**src/rtl/eth_mac_gmii_tx_framer_if.sv**
```systemverilog
`default_nettype none
// ============================================================================
// Module  : eth_mac_gmii_tx_framer_if
// Purpose : AXI-Stream style byte bus feeding the GMII transmit framer.
// Ports   : tdata  - payload byte          tvalid - source has a beat
//           tready - sink accepts the beat  tlast  - final beat of frame
//           tuser  - bad-frame mark (meaningful on the tlast beat only)
// Modports: master (source side), slave (framer side)
// Revision: 1.0 - initial release
// ============================================================================
interface eth_mac_gmii_tx_framer_if #(
  parameter int TDATA_WIDTH = 8,
  parameter int TUSER_WIDTH = 1
);
  logic [TDATA_WIDTH-1:0] tdata;
  logic                   tvalid;
  logic                   tready;
  logic                   tlast;
  logic [TUSER_WIDTH-1:0] tuser;

  modport master (output tdata, tvalid, tlast, tuser, input tready);
  modport slave  (input tdata, tvalid, tlast, tuser, output tready);
endinterface
`default_nettype wire

```
**src/rtl/eth_mac_gmii_tx_framer.sv**
```systemverilog
`default_nettype none
// ============================================================================
// Module  : eth_mac_gmii_tx_framer
// Purpose : Turns an 8-bit Ethernet frame stream into a GMII transmit stream:
//           7x 0x55 preamble, 0xD5 SFD, frame, optional zero pad, CRC-32 FCS
//           (LSB byte first), then a forced inter-frame gap.
// Ports   : clk           - byte clock
//           reset         - asynchronous, active-high
//           tx_axis_if    - frame byte stream (slave modport)
//           gmii_txd      - transmit data (registered)
//           gmii_tx_en    - transmit enable (registered)
//           gmii_tx_er    - transmit error (registered)
//           busy          - frame in progress, including the gap
//           err_underflow - one-cycle pulse when the source starves mid-frame
// Config  : ETH_TX_PAD_EN - when defined, short frames are zero-padded up to
//           MIN_FRAME_LENGTH-4 bytes before the FCS.
// Revision: 1.0 - initial release
// ============================================================================
module eth_mac_gmii_tx_framer #(
  parameter int MIN_FRAME_LENGTH = 64,
  parameter int IFG_BYTES        = 12
) (
  input  logic                            clk,
  input  logic                            reset,
  eth_mac_gmii_tx_framer_if.slave         tx_axis_if,
  output logic [7:0]                      gmii_txd,
  output logic                            gmii_tx_en,
  output logic                            gmii_tx_er,
  output logic                            busy,
  output logic                            err_underflow
);

  // Output registers are loaded from the decode of the current state, so a
  // state's action appears on the wire one cycle later. The gap state
  // therefore runs one extra cycle to cover the last FCS byte still on the
  // wire, giving IFG_BYTES idle cycles plus the IDLE cycle between frames.
  localparam logic [15:0] c_ifg_last = 16'(IFG_BYTES);
`ifdef ETH_TX_PAD_EN
  localparam logic [15:0] c_pad_target = 16'(MIN_FRAME_LENGTH - 4);
`endif

  if (MIN_FRAME_LENGTH < 5 || IFG_BYTES < 1) begin : g_param_check
    $error("eth_mac_gmii_tx_framer: MIN_FRAME_LENGTH must be >= 5 and IFG_BYTES >= 1");
  end

  typedef enum logic [2:0] {
    S_IDLE      = 3'd0,
    S_PREAMBLE  = 3'd1,
    S_PAYLOAD   = 3'd2,
    S_FCS       = 3'd3,
    S_UNDERFLOW = 3'd4,
    S_DISCARD   = 3'd5,
    S_IFG       = 3'd6
`ifdef ETH_TX_PAD_EN
   ,S_PAD       = 3'd7
`endif
  } state_t;

  state_t      r_state, w_state;
  logic [15:0] r_cnt, w_cnt;       // frame bytes so far (data + pad), saturating
  logic [15:0] r_sub, w_sub;       // preamble / FCS / gap step counter
  logic [31:0] r_crc, w_crc;
  logic        r_bad, w_bad;       // tuser seen on the tlast beat
  logic [7:0]  r_txd, w_txd;
  logic        r_tx_en, w_tx_en;
  logic        r_tx_er, w_tx_er;
  logic        r_err_uf, w_err_uf;
  logic        w_tready;
  logic [15:0] w_cnt_inc;
  logic [7:0]  w_fcs;

  function automatic logic [31:0] crc_step(input logic [31:0] crc, input logic [7:0] d);
    logic [31:0] c;
    c = crc ^ {24'd0, d};
    for (int i = 0; i < 8; i++) begin
      c = c[0] ? ((c >> 1) ^ 32'hEDB88320) : (c >> 1);
    end
    return c;
  endfunction

  assign w_cnt_inc = (r_cnt == 16'hFFFF) ? r_cnt : r_cnt + 16'd1;

  always_comb begin
    w_fcs = 8'h00;
    case (r_sub[1:0])
      2'd0:    w_fcs = ~r_crc[7:0];
      2'd1:    w_fcs = ~r_crc[15:8];
      2'd2:    w_fcs = ~r_crc[23:16];
      default: w_fcs = ~r_crc[31:24];
    endcase
  end

  always_comb begin
    w_state  = r_state;
    w_cnt    = r_cnt;
    w_sub    = r_sub;
    w_crc    = r_crc;
    w_bad    = r_bad;
    w_txd    = 8'h00;
    w_tx_en  = 1'b0;
    w_tx_er  = 1'b0;
    w_err_uf = 1'b0;
    w_tready = 1'b0;
    case (r_state)
      S_IDLE: begin
        w_crc = 32'hFFFFFFFF;
        w_cnt = 16'd0;
        w_sub = 16'd0;
        w_bad = 1'b0;
        if (tx_axis_if.tvalid) begin
          // First preamble byte goes out straight away; the beat waits.
          w_state = S_PREAMBLE;
          w_txd   = 8'h55;
          w_tx_en = 1'b1;
        end
      end
      S_PREAMBLE: begin
        w_tx_en = 1'b1;
        w_sub   = r_sub + 16'd1;
        if (r_sub == 16'd6) begin
          w_txd   = 8'hD5;
          w_sub   = 16'd0;
          w_state = S_PAYLOAD;
        end else begin
          w_txd = 8'h55;
        end
      end
      S_PAYLOAD: begin
        w_tready = 1'b1;
        w_tx_en  = 1'b1;
        if (tx_axis_if.tvalid) begin
          w_txd = tx_axis_if.tdata;
          w_crc = crc_step(r_crc, tx_axis_if.tdata);
          w_cnt = w_cnt_inc;
          if (tx_axis_if.tlast) begin
            w_bad   = tx_axis_if.tuser[0];
            w_sub   = 16'd0;
            w_state = S_FCS;
`ifdef ETH_TX_PAD_EN
            if (w_cnt_inc < c_pad_target) w_state = S_PAD;
`endif
          end
        end else begin
          w_tx_er  = 1'b1;
          w_err_uf = 1'b1;
          w_state  = S_UNDERFLOW;
        end
      end
`ifdef ETH_TX_PAD_EN
      S_PAD: begin
        w_tx_en = 1'b1;
        w_crc   = crc_step(r_crc, 8'h00);
        w_cnt   = w_cnt_inc;
        if (w_cnt_inc >= c_pad_target) begin
          w_sub   = 16'd0;
          w_state = S_FCS;
        end
      end
`endif
      S_FCS: begin
        w_tx_en = 1'b1;
        w_tx_er = r_bad;
        w_txd   = w_fcs;
        w_sub   = r_sub + 16'd1;
        if (r_sub == 16'd3) begin
          w_sub   = 16'd0;
          w_state = S_IFG;
        end
      end
      S_UNDERFLOW, S_DISCARD: begin
        // Drop the rest of the starved frame; a tlast beat ends it.
        w_tready = 1'b1;
        w_sub    = 16'd0;
        if (tx_axis_if.tvalid && tx_axis_if.tlast) w_state = S_IFG;
        else                                       w_state = S_DISCARD;
      end
      S_IFG: begin
        w_sub = r_sub + 16'd1;
        if (r_sub == c_ifg_last) begin
          w_sub   = 16'd0;
          w_state = S_IDLE;
        end
      end
      default: w_state = S_IDLE;
    endcase
  end

  always_ff @(posedge clk or posedge reset) begin
    if (reset) begin
      r_state  <= S_IDLE;
      r_cnt    <= 16'd0;
      r_sub    <= 16'd0;
      r_crc    <= 32'hFFFFFFFF;
      r_bad    <= 1'b0;
      r_txd    <= 8'h00;
      r_tx_en  <= 1'b0;
      r_tx_er  <= 1'b0;
      r_err_uf <= 1'b0;
    end else begin
      r_state  <= w_state;
      r_cnt    <= w_cnt;
      r_sub    <= w_sub;
      r_crc    <= w_crc;
      r_bad    <= w_bad;
      r_txd    <= w_txd;
      r_tx_en  <= w_tx_en;
      r_tx_er  <= w_tx_er;
      r_err_uf <= w_err_uf;
    end
  end

  assign tx_axis_if.tready = w_tready;
  assign gmii_txd          = r_txd;
  assign gmii_tx_en        = r_tx_en;
  assign gmii_tx_er        = r_tx_er;
  assign err_underflow     = r_err_uf;
  assign busy              = (r_state != S_IDLE);

endmodule
`default_nettype wire

```
**src/flat_wrapper.sv**
```systemverilog
// flat-port wrapper written by rule: the top's interface ports become plain ports
module eth_mac_gmii_tx_framer_flat 
#(
  parameter int MIN_FRAME_LENGTH = 64,
  parameter int IFG_BYTES        = 12
)
  (clk, reset, gmii_txd, gmii_tx_en, gmii_tx_er, busy, err_underflow, tx_axis_if_tdata, tx_axis_if_tvalid, tx_axis_if_tlast, tx_axis_if_tuser, tx_axis_if_tready);
  eth_mac_gmii_tx_framer_if #(.TDATA_WIDTH(8), .TUSER_WIDTH(1)) tx_axis_if_i ();
  input  logic clk;
  input  logic reset;
  output logic [7:0] gmii_txd;
  output logic gmii_tx_en;
  output logic gmii_tx_er;
  output logic busy;
  output logic err_underflow;
  input wire logic [$bits(tx_axis_if_i.tdata)-1:0] tx_axis_if_tdata;
  input wire logic [$bits(tx_axis_if_i.tvalid)-1:0] tx_axis_if_tvalid;
  input wire logic [$bits(tx_axis_if_i.tlast)-1:0] tx_axis_if_tlast;
  input wire logic [$bits(tx_axis_if_i.tuser)-1:0] tx_axis_if_tuser;
  output wire logic [$bits(tx_axis_if_i.tready)-1:0] tx_axis_if_tready;
  assign tx_axis_if_i.tdata = tx_axis_if_tdata;
  assign tx_axis_if_i.tvalid = tx_axis_if_tvalid;
  assign tx_axis_if_i.tlast = tx_axis_if_tlast;
  assign tx_axis_if_i.tuser = tx_axis_if_tuser;
  assign tx_axis_if_tready = tx_axis_if_i.tready;
  eth_mac_gmii_tx_framer #(.MIN_FRAME_LENGTH(MIN_FRAME_LENGTH), .IFG_BYTES(IFG_BYTES)) u_core (.clk(clk), .reset(reset), .tx_axis_if(tx_axis_if_i), .gmii_txd(gmii_txd), .gmii_tx_en(gmii_tx_en), .gmii_tx_er(gmii_tx_er), .busy(busy), .err_underflow(err_underflow));
endmodule
```
**config.mk**
```make
export PLATFORM = sky130hd
export DESIGN_NAME = eth_mac_gmii_tx_framer_flat
export DESIGN_NICKNAME = d
export VERILOG_FILES = /design/src/rtl/eth_mac_gmii_tx_framer_if.sv /design/src/rtl/eth_mac_gmii_tx_framer.sv /design/src/flat_wrapper.sv
export SDC_FILE = /design/constraint.sdc
export NUM_CORES = 1
export LEC_CHECK = 0
export BUFFER_PORTS_ARGS = -buffer_cell sky130_fd_sc_hd__buf_2
export CELL_PAD_IN_SITES_DETAIL_PLACEMENT = 1
export CELL_PAD_IN_SITES_GLOBAL_PLACEMENT = 1
export CORE_UTILIZATION = 40
export CTS_BUF_LIST = sky130_fd_sc_hd__clkbuf_8
export CTS_CLUSTER_SIZE = 40
export DETAILED_ROUTE_END_ITERATION = 12
export MAX_ROUTING_LAYER = met4
export PLACE_DENSITY_LB_ADDON = 0.1
export SKIP_LAST_GASP = 1
export SLEW_MARGIN = 40
export SYNTH_ARGS = -nofsm -noshare
export SYNTH_HDL_FRONTEND = slang
export SYNTH_SLANG_ARGS = --single-unit
```
**constraint.sdc**
```tcl
create_clock -name clk -period 5.09 [get_ports clk]
set_input_delay 1.018 -clock clk [delete_from_list [all_inputs] [get_ports clk]]
set_output_delay 1.018 -clock clk [all_outputs]
set_load 0.01 [all_outputs]
```
=== Word-level counts from Yosys, hierarchy flattened ===
Cells that the tools add are included.

* Output and inout bits: 13
* Input bits: 13
* Flip-flop bits (word level): 63
* Word-level logic and storage cells: 92

* Add/sub/neg operators: 1
* Reductions and logical operators: 14
* Equal/unequal tests: 18
* Bitwise gates (word level): 13
* Multiplexer cells: 38

{| class="wikitable"
|+ Operators by type and width
! kind !! number
|-
| two-way mux 32 bit || 9
|-
| NOT 13 -> 14 bit || 8
|-
| two-way mux 16 bit || 5
|-
| case mux 16 bit (5 select lines) || 1
|-
| case mux 32 bit (2 select lines) || 1
|-
| NOT 8 bit || 4
|-
| case mux 8 bit (4 select lines) || 1
|-
| XOR 32 x 8 -> 32 bit || 1
|-
| case mux 8 bit (3 select lines) || 1
|-
| two-way mux 3 bit || 6
|-
| case mux 3 bit (6 select lines) || 1
|-
| adder 16 x 1 -> 16 bit (second input constant) || 1
|-
| == test 16 x 2 -> 1 bit (second input constant) || 1
|-
| == test 16 x 3 -> 1 bit (second input constant) || 1
|-
| == test 16 x 4 -> 1 bit (second input constant) || 1
|-
| two-way mux 8 bit || 2
|-
| == test 3 bit (second input constant) || 3
|-
| OR reduction 3 bit || 3
|-
| two-way mux 7 bit || 1
|-
| == test 3 x 2 -> 1 bit (second input constant) || 2
|-
| two-way mux 1 bit || 6
|-
| inequality test 2 x 1 -> 1 bit (second input constant) || 3
|-
| inequality test 2 bit (second input constant) || 3
|-
| case mux 1 bit (2 select lines) || 3
|-
| 15 further kinds || 16
|}

=== Longest topological paths before layout ===
* Word-level depth: 19
* Gate-level depth with buffers: 8
* Mapped depth without buffers: 7

=== Worst setup path before layout ===
OpenSTA, ideal clock, no wires.

* Path type: input to register
* Start point: input port tx_axis_if_tdata[0]
* End point: register u_core.r_crc[18]
* Setup slack: 2.710 ns
* Data arrival time: 2.287 ns
* Stages: 5
* Setup time: 0.093 ns
* Data required time: 4.997 ns
* Path through: xnor2_2 xor3_1 xnor2_1 xnor2_1 a21oi_1

* Word-level cells in the longest chain between the ends: 11

{| class="wikitable"
|+ Ends and longest elaborated chain
! element !! RTL line !! text
|-
| from (decl) || flat_wrapper.sv:16 || <nowiki>input wire logic [$bits(tx_axis_if_i.tdata)-1:0] tx_axis_if_tdata;</nowiki>
|-
| XOR 32 x 8 -> 32 bit || eth_mac_gmii_tx_framer.sv:74 || <nowiki>c = crc ^ {24'd0, d};</nowiki>
|-
| two-way mux 32 bit (8 in a row) || eth_mac_gmii_tx_framer.sv:76 || <nowiki>c = c[0] ? ((c >> 1) ^ 32'hEDB88320) : (c >> 1);</nowiki>
|-
| two-way mux 32 bit || eth_mac_gmii_tx_framer.sv:131 || <nowiki>if (tx_axis_if.tvalid) begin</nowiki>
|-
| case mux 32 bit (2 select lines) || eth_mac_gmii_tx_framer.sv:104 || <nowiki>case (r_state)</nowiki>
|-
| to (signal assigned) || eth_mac_gmii_tx_framer.sv:203 || <nowiki>r_crc <= w_crc;</nowiki>
|-
| to (decl) || eth_mac_gmii_tx_framer.sv:62 || <nowiki>logic [31:0] r_crc, w_crc;</nowiki>
|}

Every way passes these cells. The select of a mux whose other input is x is not followed.
A chain may end at the register's enable or synchronous reset.

=== Worst setup path in the final report ===
* Start point: register u_core.r_state[1]
* End point: output port tx_axis_if_tready

* Word-level cells in the longest chain between the ends: 3

{| class="wikitable"
|+ Ends and longest elaborated chain
! element !! RTL line !! text
|-
| from (decl) || eth_mac_gmii_tx_framer.sv:59 || <nowiki>state_t r_state, w_state;</nowiki>
|-
| from (signal assigned) || eth_mac_gmii_tx_framer.sv:200 || <nowiki>r_state <= w_state;</nowiki>
|-
| == test 3 x 2 -> 1 bit or == test 3 bit (tied branches) || - ||
|-
| OR reduction 3 bit (no source line) (*) || - ||
|-
| two-way mux 1 bit (*) || eth_mac_gmii_tx_framer.sv:104 ||
|-
| to (decl) || flat_wrapper.sv:20 || <nowiki>output wire logic [$bits(tx_axis_if_i.tready)-1:0] tx_axis_if_tready;</nowiki>
|}

Every way passes the cells marked *; elsewhere a longest branch is shown, timed or not.

==> impl_metrics.ini <==
[outcome]
outcome = completed

[layout]
syn2layout_area_growth_pct = 12.9
antenna_cells = 0
seq_area_um2 = 1620
fillCellCount = 1109
num-nets-final = 443
drive_above_1_share = 0.230
area_taken_by_multi_input_logic_gates_um2 = 2200

[timing]
min_period_over_period = 0.539
relSlewSlack = 0.495
number_of_failing_setup_endpoints_in_the_final_timing_report = 0
rsz_0062_raised_after_global_routing = false
slew_viol_final = 0
fin_worst_hold_slack_ns = 0.520
fmax_ghz = 0.364
report.final.hold_viol_count = 0
worst_slew_pin_slew_ns = 0.757
clock-skew-final_ns = 0.0117
fin_crit_ns = 2.74
setup_total_negative_slack_ns = 0

[logic_synthesis]
post_synth_mux_area_share = 0
synth.yosys.warnings = 0
netlist_instances = 403
synthesis.area_um2 = 3910
yosys.area_share.adder = 0.0160
synth.yosys.seq_area_share = 0.414
ys_top_cells_by_count = sky130_fd_sc_hd__xnor2_1 (47), sky130_fd_sc_hd__a21oi_1 (45), sky130_fd_sc_hd__nor2_1 (42)
main_combinational_cell_family_by_area_after_synthesis = XOR/XNOR gates
yosysMostFrequentCell = sky130_fd_sc_hd__xnor2_1
synth_largest_type_area_fraction = 0.215
mappedNetlistNets = 421
ys.flop_type = sky130_fd_sc_hd__dfstp_2
synth_enable_flop_cells = 0
ys_ff_latch = 63
synth.largest_area_cell = sky130_fd_sc_hd__dfstp_2
netlist-cell-type-count = 47
yosys.area_share.simple = 0.170
synth_compound_area_frac = 0.150
yosys.area_share.xor_xnor = 0.223
async_flop_share = 1.00
syn_avg_cell_area_um2 = 9.70
post_synth_main_area_contributors = sky130_fd_sc_hd__dfstp_2 (22%), sky130_fd_sc_hd__dfrtp_1 (20%), sky130_fd_sc_hd__xnor2_1 (11%)

[global_route]
grt_max_degree = 64
use_met1 = 0.316
global_route.peak_usage_layer = met2
number_of_antenna_violations_at_the_first_check_in_global_routing = 0
grt_first_pass_wirelength_um = 17000
use_met3 = 0.0250
gr-total-overflow = 0
number_of_global_route_vias_before_repair = 3202
grt_util_all_layers = 0.226
grt.met2_usage = 0.342

[cts]
cts-root-to-sink-buffers = 2
cts_post_setup_buffers_inserted = 0
clk_latency_ns = 0.35
clk_pin_slew_worst_paths_ns = 0.07
cts_tree = done
cts.sink_count = 63
cts_repair_resize_count = 0
cts_htree_levels = 3
root_buffer = sky130_fd_sc_hd__clkbuf_8
post_cts_hold_buffer_count = 0
cts-buffers-inserted = 9

[pwr]
power-per-cell-area_nw_per_um2 = 692
power.leakage_uw = 0.00172
vdd.ir_drop.worst_mv = 0.195

[die]
dieArea_um2 = 10200
horiz_die_dim_um = 101
die_y_um = 101
core.rowCount = 35
core_region_area_um2 = 9370
floorplan.initialDensity = 0.417
top_level_ports = 26

[place]
place.detailed.hpwl_um = 6950
io_buffer_count = 25
gp_congestion = 0.747

[detailed_routing]
count_of_unresolved_drc_violations_after_routing = 0
detail_route.first_pass.iterations = 4
detail_route.wl_per_cell_um = 18.0
postRouteAntennaNets = 0
route.detailed.vias_per_inst = 5.46
routed_wire_length_um = 10100
drt-initial-drc-count = 107
num_vias = 3053

[worst_setup_path]
first_element_of_the_critical_path = u_core.r_state[1]
cpLargestDelayFamily = flip-flops
critical_path.max_stage_delay_ns = 0.68
worst-setup-path-type = reg -> out
cp_cell_sequence = nand2b_1, o21ai_0, buf_2
path_buf_inv = 1
crit-reg2reg-launch = u_core.r_sub[0]
worstSetupEndpointType = output port
crit_slowest_cell = sky130_fd_sc_hd__dfrtp_1
critPathMaxFanout = 17
rrSetupSlack_ns = 2.51
arrival_ns = 1.73
worst_path_required_time_ns = 4.07
crit_path_start_kind = register

[worst_hold_path]
hp-class = reg -> reg
worstHoldStart = u_core.r_crc[20]

[job]
max-cap-violations = 0
layer usage:
layer / vias up / routed length [um]
met5: - / 0
met4: 0 / 157
met3: 12 / 242
met2: 38 / 4470
met1: 1552 / 5220
li1: 1451 / -
worst register-to-register path, stage by stage (launching register included):
cell and delay [ns]:
sky130_fd_sc_hd__dfrtp_1 0.46, sky130_fd_sc_hd__inv_1 0.11, sky130_fd_sc_hd__ha_1 0.42, sky130_fd_sc_hd__and3_1 0.22, sky130_fd_sc_hd__nand4_1 0.14, sky130_fd_sc_hd__a22o_1 0.38, sky130_fd_sc_hd__o21ai_2 0.48, sky130_fd_sc_hd__o221ai_1 0.21
flip-flops by register name, summed over array words and instances, names as in the netlist:
register / cells
u_core.r_crc: 32
u_core.r_sub: 16
u_core.gmii_txd: 8
u_core.r_state: 3
u_core.err_underflow: 1
u_core.gmii_tx_en: 1
u_core.gmii_tx_er: 1
u_core.r_bad: 1
stage by stage:
step | setup slack [ns] | instances | area [um^2] | util | power, uW
floorplan | 2.56 | 403 | 3910 | - | 2150
global placement | 2.33 | 542 | 4160 | 0.443 | 2520
detailed placement | 2.38 | 543 | 4190 | 0.447 | 2560
CTS | 2.35 | 559 | 4410 | 0.470 | 3080
global route | 2.24 | 559 | 4410 | 0.471 | 3280
finish | 2.35 | 559 | 4410 | 0.471 | 3050
worst paths after layout:
kind / to / depth (start not counted)
max: tx_axis_if_tready / 3
min: u_core.r_crc[20] / 2
max reg2reg: u_core.r_sub[2] / 7
min reg2reg: u_core.r_crc[20] / 2
max in group asynchronous: u_core.r_sub[8] / 3
min in group asynchronous: u_core.gmii_txd[3] / 3
report_power, final:
group	switching (uW)	total, uW	internal (uW)
registers	187	904	717
clock network	214	501	287
logic	938	1650	708
total	1340	3050	1710
logic make-up (layout without fill, tap and decap cells):
kind of cell,after synthesis,in the layout
and+or+nand+nor,132,132
AOI/OAI and AO/OA,97,97
xor gates and xnor gates,80,80
DFF,63,63
buffers and inverters,26,53
adders and majority gates,5,5
area by class of cell:
cell class | instances | area share
multi-input cells | 314 | 0.499
clock inverters | 6 | 0.0190
clock buffers | 10 | 0.0312
inverters | 8 | 0.00681
well taps | 129 | 0.0366
repair buffers | 29 | 0.0406
flip-flops and latches | 63 | 0.366
cells in the final DEF, fill, tap and decap left out, types with 5 or more instances in the layout:
cell                        n
sky130_fd_sc_hd__a21oi_1   45
sky130_fd_sc_hd__and3_1     5
sky130_fd_sc_hd__buf_2     25
sky130_fd_sc_hd__clkbuf_8  10
sky130_fd_sc_hd__dfrtp_1   31
sky130_fd_sc_hd__dfstp_2   32
sky130_fd_sc_hd__ha_1       5
sky130_fd_sc_hd__inv_1      7
sky130_fd_sc_hd__nand2_1   31
sky130_fd_sc_hd__nand2b_1  12
sky130_fd_sc_hd__nand3_1    5
sky130_fd_sc_hd__nand4_1   11
sky130_fd_sc_hd__nor2_1    41
sky130_fd_sc_hd__nor2b_1    6
sky130_fd_sc_hd__o211ai_1   6
sky130_fd_sc_hd__o21ai_0   11
sky130_fd_sc_hd__o221ai_1   8
sky130_fd_sc_hd__o22ai_1    5
sky130_fd_sc_hd__xnor2_1   47
sky130_fd_sc_hd__xnor2_2    5
sky130_fd_sc_hd__xor2_1    18
Power figures use the tool's default switching activity.
